### src/rtl/mips_ctrl_pkg.sv
// Shared types and constants for the multi-cycle MIPS32 main control unit.
package mips_ctrl_pkg;

  typedef enum logic [3:0] {
    S_IDLE   = 4'd0,
    S_FETCH  = 4'd1,
    S_DECODE = 4'd2,
    S_MEMADR = 4'd3,
    S_MEMRD  = 4'd4,
    S_MEMWB  = 4'd5,
    S_MEMWR  = 4'd6,
    S_REXEC  = 4'd7,
    S_RWB    = 4'd8,
    S_BEQ    = 4'd9,
    S_ADDIEX = 4'd10,
    S_ADDIWB = 4'd11,
    S_JUMP   = 4'd12
  } state_t;

  localparam logic [5:0] OP_RTYPE = 6'b000000;
  localparam logic [5:0] OP_LW    = 6'b100011;
  localparam logic [5:0] OP_SW    = 6'b101011;
  localparam logic [5:0] OP_BEQ   = 6'b000100;
  localparam logic [5:0] OP_ADDI  = 6'b001000;
  localparam logic [5:0] OP_J     = 6'b000010;

  localparam logic [1:0] ALUOP_ADD   = 2'b00;
  localparam logic [1:0] ALUOP_SUB   = 2'b01;
  localparam logic [1:0] ALUOP_FUNCT = 2'b10;

  localparam logic [1:0] SRCB_REG    = 2'b00;
  localparam logic [1:0] SRCB_FOUR   = 2'b01;
  localparam logic [1:0] SRCB_IMM    = 2'b10;
  localparam logic [1:0] SRCB_IMMSH2 = 2'b11;

  localparam logic [1:0] PCSRC_ALU    = 2'b00;
  localparam logic [1:0] PCSRC_ALUOUT = 2'b01;
  localparam logic [1:0] PCSRC_JUMP   = 2'b10;

  typedef struct packed {
    logic       mem_req;
    logic       mem_write;
    logic       iord;
    logic       ir_write;
    logic       pc_write;
    logic       branch;
    logic [1:0] pc_src;
    logic       alu_src_a;
    logic [1:0] alu_src_b;
    logic [1:0] alu_op;
    logic       reg_dst;
    logic       mem_to_reg;
    logic       reg_write;
  } ctrl_t;

endpackage

### src/rtl/mc_ctrl_outdec.sv
// Pure Moore decode of the control state into the datapath control word.
module mc_ctrl_outdec
  import mips_ctrl_pkg::*;
(
  input  state_t state,
  output ctrl_t  ctrl
);

  always_comb begin
    ctrl = '0;
    case (state)
      // ir_write/pc_write are raw here; the FSM gates them with mem_ready
      S_FETCH: begin
        ctrl.mem_req   = 1'b1;
        ctrl.ir_write  = 1'b1;
        ctrl.pc_write  = 1'b1;
        ctrl.alu_src_b = SRCB_FOUR;
        ctrl.alu_op    = ALUOP_ADD;
        ctrl.pc_src    = PCSRC_ALU;
      end
      S_DECODE: begin
        ctrl.alu_src_b = SRCB_IMMSH2;
        ctrl.alu_op    = ALUOP_ADD;
      end
      S_MEMADR, S_ADDIEX: begin
        ctrl.alu_src_a = 1'b1;
        ctrl.alu_src_b = SRCB_IMM;
        ctrl.alu_op    = ALUOP_ADD;
      end
      S_MEMRD: begin
        ctrl.mem_req = 1'b1;
        ctrl.iord    = 1'b1;
      end
      S_MEMWB: begin
        ctrl.reg_write  = 1'b1;
        ctrl.mem_to_reg = 1'b1;
      end
      S_MEMWR: begin
        ctrl.mem_req   = 1'b1;
        ctrl.mem_write = 1'b1;
        ctrl.iord      = 1'b1;
      end
      S_REXEC: begin
        ctrl.alu_src_a = 1'b1;
        ctrl.alu_src_b = SRCB_REG;
        ctrl.alu_op    = ALUOP_FUNCT;
      end
      S_RWB: begin
        ctrl.reg_write = 1'b1;
        ctrl.reg_dst   = 1'b1;
      end
      S_BEQ: begin
        ctrl.alu_src_a = 1'b1;
        ctrl.alu_src_b = SRCB_REG;
        ctrl.alu_op    = ALUOP_SUB;
        ctrl.branch    = 1'b1;
        ctrl.pc_src    = PCSRC_ALUOUT;
      end
      S_ADDIWB: ctrl.reg_write = 1'b1;
      S_JUMP: begin
        ctrl.pc_write = 1'b1;
        ctrl.pc_src   = PCSRC_JUMP;
      end
      default: ctrl = '0;
    endcase
  end

endmodule

### src/rtl/mc_control_fsm.sv
// Multi-cycle MIPS32 main control: state register, sequencing, idle hold
// after reset and memory-ready qualification of the fetch strobes.
module mc_control_fsm
  import mips_ctrl_pkg::*;
#(
  parameter int RESET_PC_HOLD = 1
) (
  input  logic       clk,
  input  logic       rst_n,
  input  logic [5:0] opcode,
  input  logic       zero,
  input  logic       mem_ready,
  output logic       mem_req,
  output logic       mem_write,
  output logic       iord,
  output logic       ir_write,
  output logic       pc_write,
  output logic       pc_en,
  output logic       branch,
  output logic [1:0] pc_src,
  output logic       alu_src_a,
  output logic [1:0] alu_src_b,
  output logic [1:0] alu_op,
  output logic       reg_dst,
  output logic       mem_to_reg,
  output logic       reg_write,
  output logic       illegal_op,
  output logic [3:0] state_dbg
);

  localparam int CNT_W = (RESET_PC_HOLD > 1) ? $clog2(RESET_PC_HOLD) : 1;
  localparam logic [CNT_W-1:0] HOLD_LAST = CNT_W'(RESET_PC_HOLD - 1);

  state_t           state_q, state_d;
  logic [CNT_W-1:0] idle_cnt_q, idle_cnt_d;
  // lw/sw choice is latched in decode so MEMADR never looks at opcode
  logic             is_sw_q, is_sw_d;
  ctrl_t            ctrl;

  always_ff @(posedge clk) begin
    if (!rst_n) begin
      state_q    <= S_IDLE;
      idle_cnt_q <= '0;
      is_sw_q    <= 1'b0;
    end else begin
      state_q    <= state_d;
      idle_cnt_q <= idle_cnt_d;
      is_sw_q    <= is_sw_d;
    end
  end

  always_comb begin
    state_d    = state_q;
    idle_cnt_d = idle_cnt_q;
    is_sw_d    = is_sw_q;
    illegal_op = 1'b0;
    case (state_q)
      S_IDLE: begin
        if (idle_cnt_q == HOLD_LAST) begin
          state_d    = S_FETCH;
          idle_cnt_d = '0;
        end else begin
          idle_cnt_d = idle_cnt_q + CNT_W'(1);
        end
      end
      S_FETCH: if (mem_ready) state_d = S_DECODE;
      S_DECODE: begin
        is_sw_d = (opcode == OP_SW);
        case (opcode)
          OP_LW, OP_SW: state_d = S_MEMADR;
          OP_RTYPE:     state_d = S_REXEC;
          OP_BEQ:       state_d = S_BEQ;
          OP_ADDI:      state_d = S_ADDIEX;
          OP_J:         state_d = S_JUMP;
          default: begin
            state_d    = S_FETCH;
            illegal_op = 1'b1;
          end
        endcase
      end
      S_MEMADR: state_d = is_sw_q ? S_MEMWR : S_MEMRD;
      S_MEMRD:  if (mem_ready) state_d = S_MEMWB;
      S_MEMWR:  if (mem_ready) state_d = S_FETCH;
      S_REXEC:  state_d = S_RWB;
      S_ADDIEX: state_d = S_ADDIWB;
      default:  state_d = S_FETCH;
    endcase
  end

  mc_ctrl_outdec u_outdec (
    .state (state_q),
    .ctrl  (ctrl)
  );

  logic fetch_gate;
  assign fetch_gate = (state_q != S_FETCH) | mem_ready;

  assign mem_req    = ctrl.mem_req;
  assign mem_write  = ctrl.mem_write;
  assign iord       = ctrl.iord;
  assign ir_write   = ctrl.ir_write & fetch_gate;
  assign pc_write   = ctrl.pc_write & fetch_gate;
  assign pc_en      = pc_write | (ctrl.branch & zero);
  assign branch     = ctrl.branch;
  assign pc_src     = ctrl.pc_src;
  assign alu_src_a  = ctrl.alu_src_a;
  assign alu_src_b  = ctrl.alu_src_b;
  assign alu_op     = ctrl.alu_op;
  assign reg_dst    = ctrl.reg_dst;
  assign mem_to_reg = ctrl.mem_to_reg;
  assign reg_write  = ctrl.reg_write;
  assign state_dbg  = state_q;

endmodule
### config.mk
export PLATFORM = sky130hd
export DESIGN_NAME = mc_control_fsm
export DESIGN_NICKNAME = d
export VERILOG_FILES = /design/src/rtl/mips_ctrl_pkg.sv /design/src/rtl/mc_ctrl_outdec.sv /design/src/rtl/mc_control_fsm.sv
export SDC_FILE = /design/constraint.sdc
export NUM_CORES = 1
export LEC_CHECK = 0
export ABC_CLOCK_PERIOD_IN_PS = 1700
export CAP_MARGIN = 20
export CORE_MARGIN = 4
export CORE_UTILIZATION = 30
export DETAILED_ROUTE_END_ITERATION = 16
export DONT_BUFFER_PORTS = 1
export GPL_TIMING_DRIVEN = 0
export SYNTH_ARGS = -nofsm -noshare
export SYNTH_HDL_FRONTEND = slang
export SYNTH_SLANG_ARGS = --single-unit
### constraint.sdc
create_clock -name clk -period 1.7 [get_ports clk]
set_input_delay 0.34 -clock clk [delete_from_list [all_inputs] [get_ports clk]]
set_output_delay 0.34 -clock clk [all_outputs]
set_load 0.03 [all_outputs]
==> Word-level counts from Yosys, hierarchy flattened <==
Cells that the tools add are included.
W data, S select, Z words.
{ "totals": {"wordCells": 64, "regBits": 6} }
{ "op_classes": {"n_bitwise": 5, "n_reduce_logical": 11, "n_addsub": 1, "eq_ne": 22, "n_mux": 22} }
{ "ops": {"columns": ["operator", "count"], "rows": [
  ["$pmux W4 S5", 2],
  ["$pmux W4 S8", 1],
  ["$eq A4 B4 Y1 const B", 5],
  ["$eq A4 B3 Y1 const B", 4],
  ["$mux W4", 4],
  ["$mux W1", 13],
  ["$eq A6 B6 Y1 const B", 2],
  ["$eq A4 B2 Y1 const B", 2],
  ["$ne A2 B2 Y1 const B", 4],
  ["$reduce_or A2 Y1", 4],
  ["$eq A6 B2 Y1 const B", 1],
  ["$eq A6 B3 Y1 const B", 1],
  ["$eq A6 B4 Y1 const B", 1],
  ["$logic_not A6 Y1", 1],
  ["$reduce_or A3 Y1", 2],
  ["$reduce_or A6 Y1", 1],
  ["$eq A4 B1 Y1 const B", 1],
  ["$logic_not A4 Y1", 1],
  ["$ne A4 B1 Y1 const B", 1],
  ["$pmux W2 S2", 1],
  ["$reduce_and A4 Y1", 1],
  ["$reduce_or A4 Y1", 1],
  ["$and A1 B1 Y1", 3],
  ["$mux W2", 1],
  ["2 further kinds", 3]
]} }

==> Logic depth before layout (Yosys ltp) <==
{ "depth": {"word_depth": 5, "mapped_depth": 5, "mapped_depth_nobuf": 4} }

==> Hierarchy <==
From an unflattened synthesis, not the netlist that was laid out.
{ "unflattened": {"cells_unflattened": 93, "hier_area_um2": 661.9} }
{ "modules_own_cells": {"columns": ["module", "instances", "area_per_inst_um2", "cells_per_inst", "seq_area_each_um2"], "rows": [
  ["mc_control_fsm", 1, 470.5, 61, 100.1],
  ["mc_ctrl_outdec", 1, 191.4, 32, 0.0]
]} }

==> Least setup slack after synthesis <==
No wires, ideal clock.
{ "synth_path": {"path_type": "reg-to-output", "startpoint": "register state_q[3], in the netlist state_dbg[3]", "endpoint": "output pc_en", "path_slack_ns": -0.375, "t_arrival_ns": 1.735, "n_path_buf": 1, "stages_incl_launch_ff": 5, "path_cell_list": "dfxtp_1 buf_2 nand2_1 nor2_1 a211o_1"} }
{ "synth_between": {"elab_chain_len": 5, "word_cells_on_any_way": 11, "cone_classes": "4 x eq/ne; 2 x mux; 4 x bitwise; 1 x reduce/logical"} }
{ "synth_rtl": {"columns": ["element", "line", "text"], "rows": [
  ["start: declaration", "mc_control_fsm.sv:34", "state_t state_q, state_d;"],
  ["start signal: assignment", "mc_control_fsm.sv:46", "state_q <= state_d;"],
  ["$eq A4 B4 Y1 / $eq A4 B1 Y1 (equally long branches)", "mc_ctrl_outdec.sv:11", "case (state)"],
  ["$reduce_or A2 Y1 (no line)", null, null],
  ["$mux W1", "mc_ctrl_outdec.sv:11", null],
  ["$and A1 B1 Y1", "mc_control_fsm.sv:102", "assign pc_write = ctrl.pc_write & fetch_gate;"],
  ["$or A1 B1 Y1 *", "mc_control_fsm.sv:103", "assign pc_en = pc_write | (ctrl.branch & zero);"],
  ["end: declaration", "mc_control_fsm.sv:18", "output logic pc_en,"]
]} }
Mark *: on every way between the ends. The rest lies on a longest branch, timed or not.

==> Final worst setup path <==
{ "layout_path": {"startpoint": "register state_q[2], in the netlist state_dbg[2]", "endpoint": "output pc_en"} }
{ "layout_between": {"word_cells_on_any_way": 11, "cone_classes": "4 x eq/ne; 2 x mux; 4 x bitwise; 1 x reduce/logical"} }
{ "layout_lines": {"columns": ["element", "line", "text"], "rows": [
  ["$eq A4 B4 Y1", "mc_ctrl_outdec.sv:11", null],
  ["$mux W1", "mc_ctrl_outdec.sv:11", null],
  ["via branch", "mc_control_fsm.sv:19", "output logic branch,"],
  ["$and A1 B1 Y1", "mc_control_fsm.sv:103", null],
  ["$or A1 B1 Y1", "mc_control_fsm.sv:103", null]
]} }
The timed path passes the listed nets, and every way through them passes these cells.

==> results <==
- The flow ran to the end, but the final reports show violations.
- The tree is rooted in a sky130_fd_sc_hd__clkbuf_4.
- The internal portion of the total power is 281.9 uW.
- Summed over all failing endpoints, the final setup total negative slack is -1.027 ns.
- Setup repair after global routing could not meet its margin everywhere.
- The number of buffers inserted by hold repair at cts is 0.
- The number of synthesis warnings is 0.
- The total nets after synthesis is 94.
- The relative contribution of the clock network to total power is 30.4%.
- Final hold analysis gives a worst-case slack of 0.2151 ns.
- OpenSTA, run right after detailed placement, puts the worst setup slack at -0.2318 ns.
- The critical path is of the reg -> out type.
- The synthesized design spends more area on one cell type than any other, namely sky130_fd_sc_hd__dfxtp_1.
- The clock drives 5 sinks.
- For this run, the slowest stage of the critical path takes 0.42 ns.
- Clock-pin slew was measured on the worst setup and hold paths at 0.04 ns.
- In this run the static leakage power is 0.3472 nW.
- The count of input and output buffers is 0.
- Entering global routing, the biggest net connects 11 pins.
- The later pin in the worst-skew pair is clocked with a latency of 0.24 ns.
- The mean area per synthesized cell is 6.986 um2.
- The count of nets left with antenna violations once routing finished came out at 0.
- Data on the critical path arrives at its endpoint at 1.62 ns.
- Once the floorplan was initialized, standard cells occupied 32.91% of the core.
- The final wirelength is 1.820 mm.
- The mux cell area share after synthesis is 0%.
- CTS built an H-tree with a depth of 1.
- Traced cell by cell, the critical path runs through and2b_4 > buf_6 > and3_4 > a211o_4.
- The total core area is 1783 um2.
- Leaving out fill and tap cells, the most frequent cell in the layout is sky130_fd_sc_hd__buf_4.
- By area, the combinational part of the netlist is dominated by simple AND/OR/NAND/NOR gates.
- The count of different cell masters after synthesis is 40.
- The worst path in the final design needs a cycle of 1.961 ns, including I/O delays and setup.
- The initialized floorplan defines 15 standard-cell rows.
- From left edge to right edge, the die measures 52.23 um.
- The via count normalized by instance count is 5.560.
- The cell count after synthesis came out at 84.
- After the first detailed-routing iteration, the DRC count stood at 12.
- For the pin with the worst max-slew slack, the measured transition is 0.4488 ns.
- The global route total overflow is 0.
- The family of cells with the greatest summed delay on the critical path is simple AND/OR/NAND/NOR gates.
- The overall via count from detail_route is 695.
- The detailed-route wire length per cell is 14.56 um.
- The fraction of the mapped netlist area in compound gates is 26.87%.
- The die is 52.23 um tall.
- TritonCTS built the clock tree.
- Across all setup checks in the final design, the least slack found is -0.2605 ns.
- Power spread over the standard cell area amounts to 456.8 nW/um2.
- The top cell types in the final layout, fill and taps aside, are 12 x sky130_fd_sc_hd__buf_4, 8 x sky130_fd_sc_hd__nand2_1, 6 x sky130_fd_sc_hd__nor2_1, 5 x sky130_fd_sc_hd__nor2_4.
- The synthesized netlist devotes 2.985% of its cell area to XOR and XNOR gates.
- The worst slew slack as a fraction of its limit is 69.98%.
- The net switching fraction of the power is 35.28%.
- Counting flops and latches in the post-synthesis netlist gives 5.
- The area share of the largest cell type after synthesis is 17.06%.
- Routability-driven placement finished with a final weighted congestion of 0.7746.
- Of all nets on the critical path, the largest fanout is 5.
- The share of total power dissipated in combinational logic is 39.2%.
- The share of power burned in registers is 30.4%.
- The worst hold path class is in -> reg.
- STA classifies the critical path endpoint as a primary output.
- The checks that failed: setup timing.
- The count of final max-slew check failures is 0.
- The die covers 2727 um2.
- The summed instance area of the synthesized netlist is 586.8 um2.
- Of the total synthesized cell area, the portion taken by full adders, half adders and majority gates is 0%.
- The layout has 164 filler cells.
- The via count of the first global-routing pass is 690.
- The clock passes through at most 2 buffers.
- The post-synthesis share of cell area spent on and, or, nand and nor gates is 44.78%.
- The area growth from synthesis to layout is 62.47%.
- The final layout contains 111 nets.
- Detailed placement ended at an HPWL of 1.280 mm.
- Across the VDD grid, the largest voltage drop is 0.2448 mV.
- By area the synthesized netlist is led by sky130_fd_sc_hd__dfxtp_1 17%, sky130_fd_sc_hd__nor2_1 7.7%, sky130_fd_sc_hd__nand2_1 7.0%.
- The largest individual stage delay along the critical path comes from the cell sky130_fd_sc_hd__dfxtp_4.
- The first TritonRoute pass finished after 4 iterations.
- The final period utilization is 115.3%.
- In the final layout, the share of cells above drive strength 1 is 49.00%.
- Derived from the worst setup path, the maximum achievable clock frequency is 510.1 MHz.
- The kind of start point of the critical path is a flip-flop.
- The tool flagged a number of max-cap violations equal to 0.
- The global-route wire length before repair is 2.967 mm.
- Measured on the finished design, the core utilization comes to 53.47%.
- The switching power total is 153.7 uW.
- The initial antenna violation count was 0.
- The number of hold violations in the final report is 0.
- The critical path buffer and inverter count is 1.
- After synthesis, flip-flops and latches occupy 17.06% of the total area.
- For the worst setup path, the data required time is 1.36 ns.
- The clock arrives with 0.002248 ns of skew.
- The I/O pin count is 32.
- The number of failing setup endpoints in the final timing report is 9.
- The total track usage is 14.11%.
- The residual DRC count is 0.
- The number of antenna diodes in the final layout is 0.
- In this run, CTS created clock tree buffers numbering 3.
-- state kept, by name (all words and copies together), names as in the netlist --
register / flops
is_sw_q: 1
state_dbg: 4
-- per-stage QoR --
step | cells | power [mW] | instance area (um2)
after floorplan | 84 | 0.2379 | 628.1
after CTS | 121 | 0.4331 | 903.4
after detailed placement | 109 | 0.2524 | 659.4
after global placement | 109 | 0.2513 | 659.4
after global routing | 125 | 0.4623 | 953.4
final | 125 | 0.4356 | 953.4
-- logic make-up after synthesis --
family                    Yosys count
AOI/OAI and AO/OA                  23
xor gates and xnor gates            2
buffers and inverters               8
DFF                                 5
and+or+nand+nor                    46
-- synthesized netlist by cell type --
library cell / instances
sky130_fd_sc_hd__nor4b_4: 1
sky130_fd_sc_hd__a211oi_1: 1
sky130_fd_sc_hd__dfxtp_1: 5
sky130_fd_sc_hd__or2b_1: 1
sky130_fd_sc_hd__and2b_1: 1
sky130_fd_sc_hd__and4bb_1: 1
sky130_fd_sc_hd__a211o_1: 1
sky130_fd_sc_hd__a221oi_1: 1
sky130_fd_sc_hd__o22ai_1: 2
sky130_fd_sc_hd__a21oi_1: 4
sky130_fd_sc_hd__nand4_1: 1
sky130_fd_sc_hd__o21a_1: 1
sky130_fd_sc_hd__o21ai_0: 5
sky130_fd_sc_hd__nor3_2: 1
sky130_fd_sc_hd__a21o_1: 1
sky130_fd_sc_hd__nor3b_1: 1
sky130_fd_sc_hd__xnor2_1: 1
sky130_fd_sc_hd__nand2_1: 11
sky130_fd_sc_hd__nand2b_1: 1
sky130_fd_sc_hd__and3_4: 1
sky130_fd_sc_hd__a31o_2: 1
sky130_fd_sc_hd__and3_1: 2
sky130_fd_sc_hd__a21boi_1: 1
sky130_fd_sc_hd__buf_2: 3
sky130_fd_sc_hd__o31ai_1: 1
sky130_fd_sc_hd__buf_6: 1
sky130_fd_sc_hd__o211a_1: 2
sky130_fd_sc_hd__buf_4: 2
sky130_fd_sc_hd__and2b_4: 1
sky130_fd_sc_hd__nand3_1: 1
sky130_fd_sc_hd__nor3_1: 6
sky130_fd_sc_hd__inv_1: 1
sky130_fd_sc_hd__xor2_1: 1
sky130_fd_sc_hd__nor4_1: 2
sky130_fd_sc_hd__a2bb2oi_1: 1
sky130_fd_sc_hd__nand3b_1: 1
sky130_fd_sc_hd__nor2_1: 12
sky130_fd_sc_hd__or2_2: 1
sky130_fd_sc_hd__a21boi_0: 1
sky130_fd_sc_hd__clkinv_1: 1
-- layout make-up --
type / instances / area, um2 / share of cell area, %
repair buffers: 12 / 97.59 / 10.24
well taps: 25 / 31.28 / 3.281
flip-flops and latches: 5 / 115.1 / 12.07
inverters: 2 / 12.51 / 1.312
multi-input cells: 71 / 598.1 / 62.73
clock buffers: 4 / 26.28 / 2.756
plain buffers: 6 / 72.57 / 7.612
-- power groups by stage --
stage                     clock, mW  sequential (mW)  combinational [mW]
after floorplan                   0            0.137               0.101
after global placement            0            0.138               0.113
after detailed placement          0            0.138               0.114
after CTS                     0.140            0.133               0.161
after global routing          0.146            0.133               0.184
final                         0.132            0.133               0.171
-- per-layer routing --
layer	GRT usage, %	share of wire, %
met5	0	0
met1	16.01	41
met3	3.134	8.4
met4	5.106	1.5
met2	25.52	49
-- timing repair --
item / in CTS / in global routing
endpoints found under the setup margin: 17 / 14
buffers inserted: 8 / 4
resized for setup: 40 / 4
pin swaps: 11 / 8
-- final timing paths --
| kind | from | endpoint | slack (ns) | depth (start not counted) |
|---|---|---|---|---|
| worst min-delay path | rst_n | state_dbg[2] | 0.22 | 1 |
| worst min register to register | is_sw_q | is_sw_q | 0.45 | 2 |
| worst max-delay path | state_dbg[2] | pc_en | -0.26 | 4 |
| worst max register to register | state_dbg[2] | state_dbg[0] | 0.28 | 4 |
No activity file was read; power rests on OpenSTA's default activity.
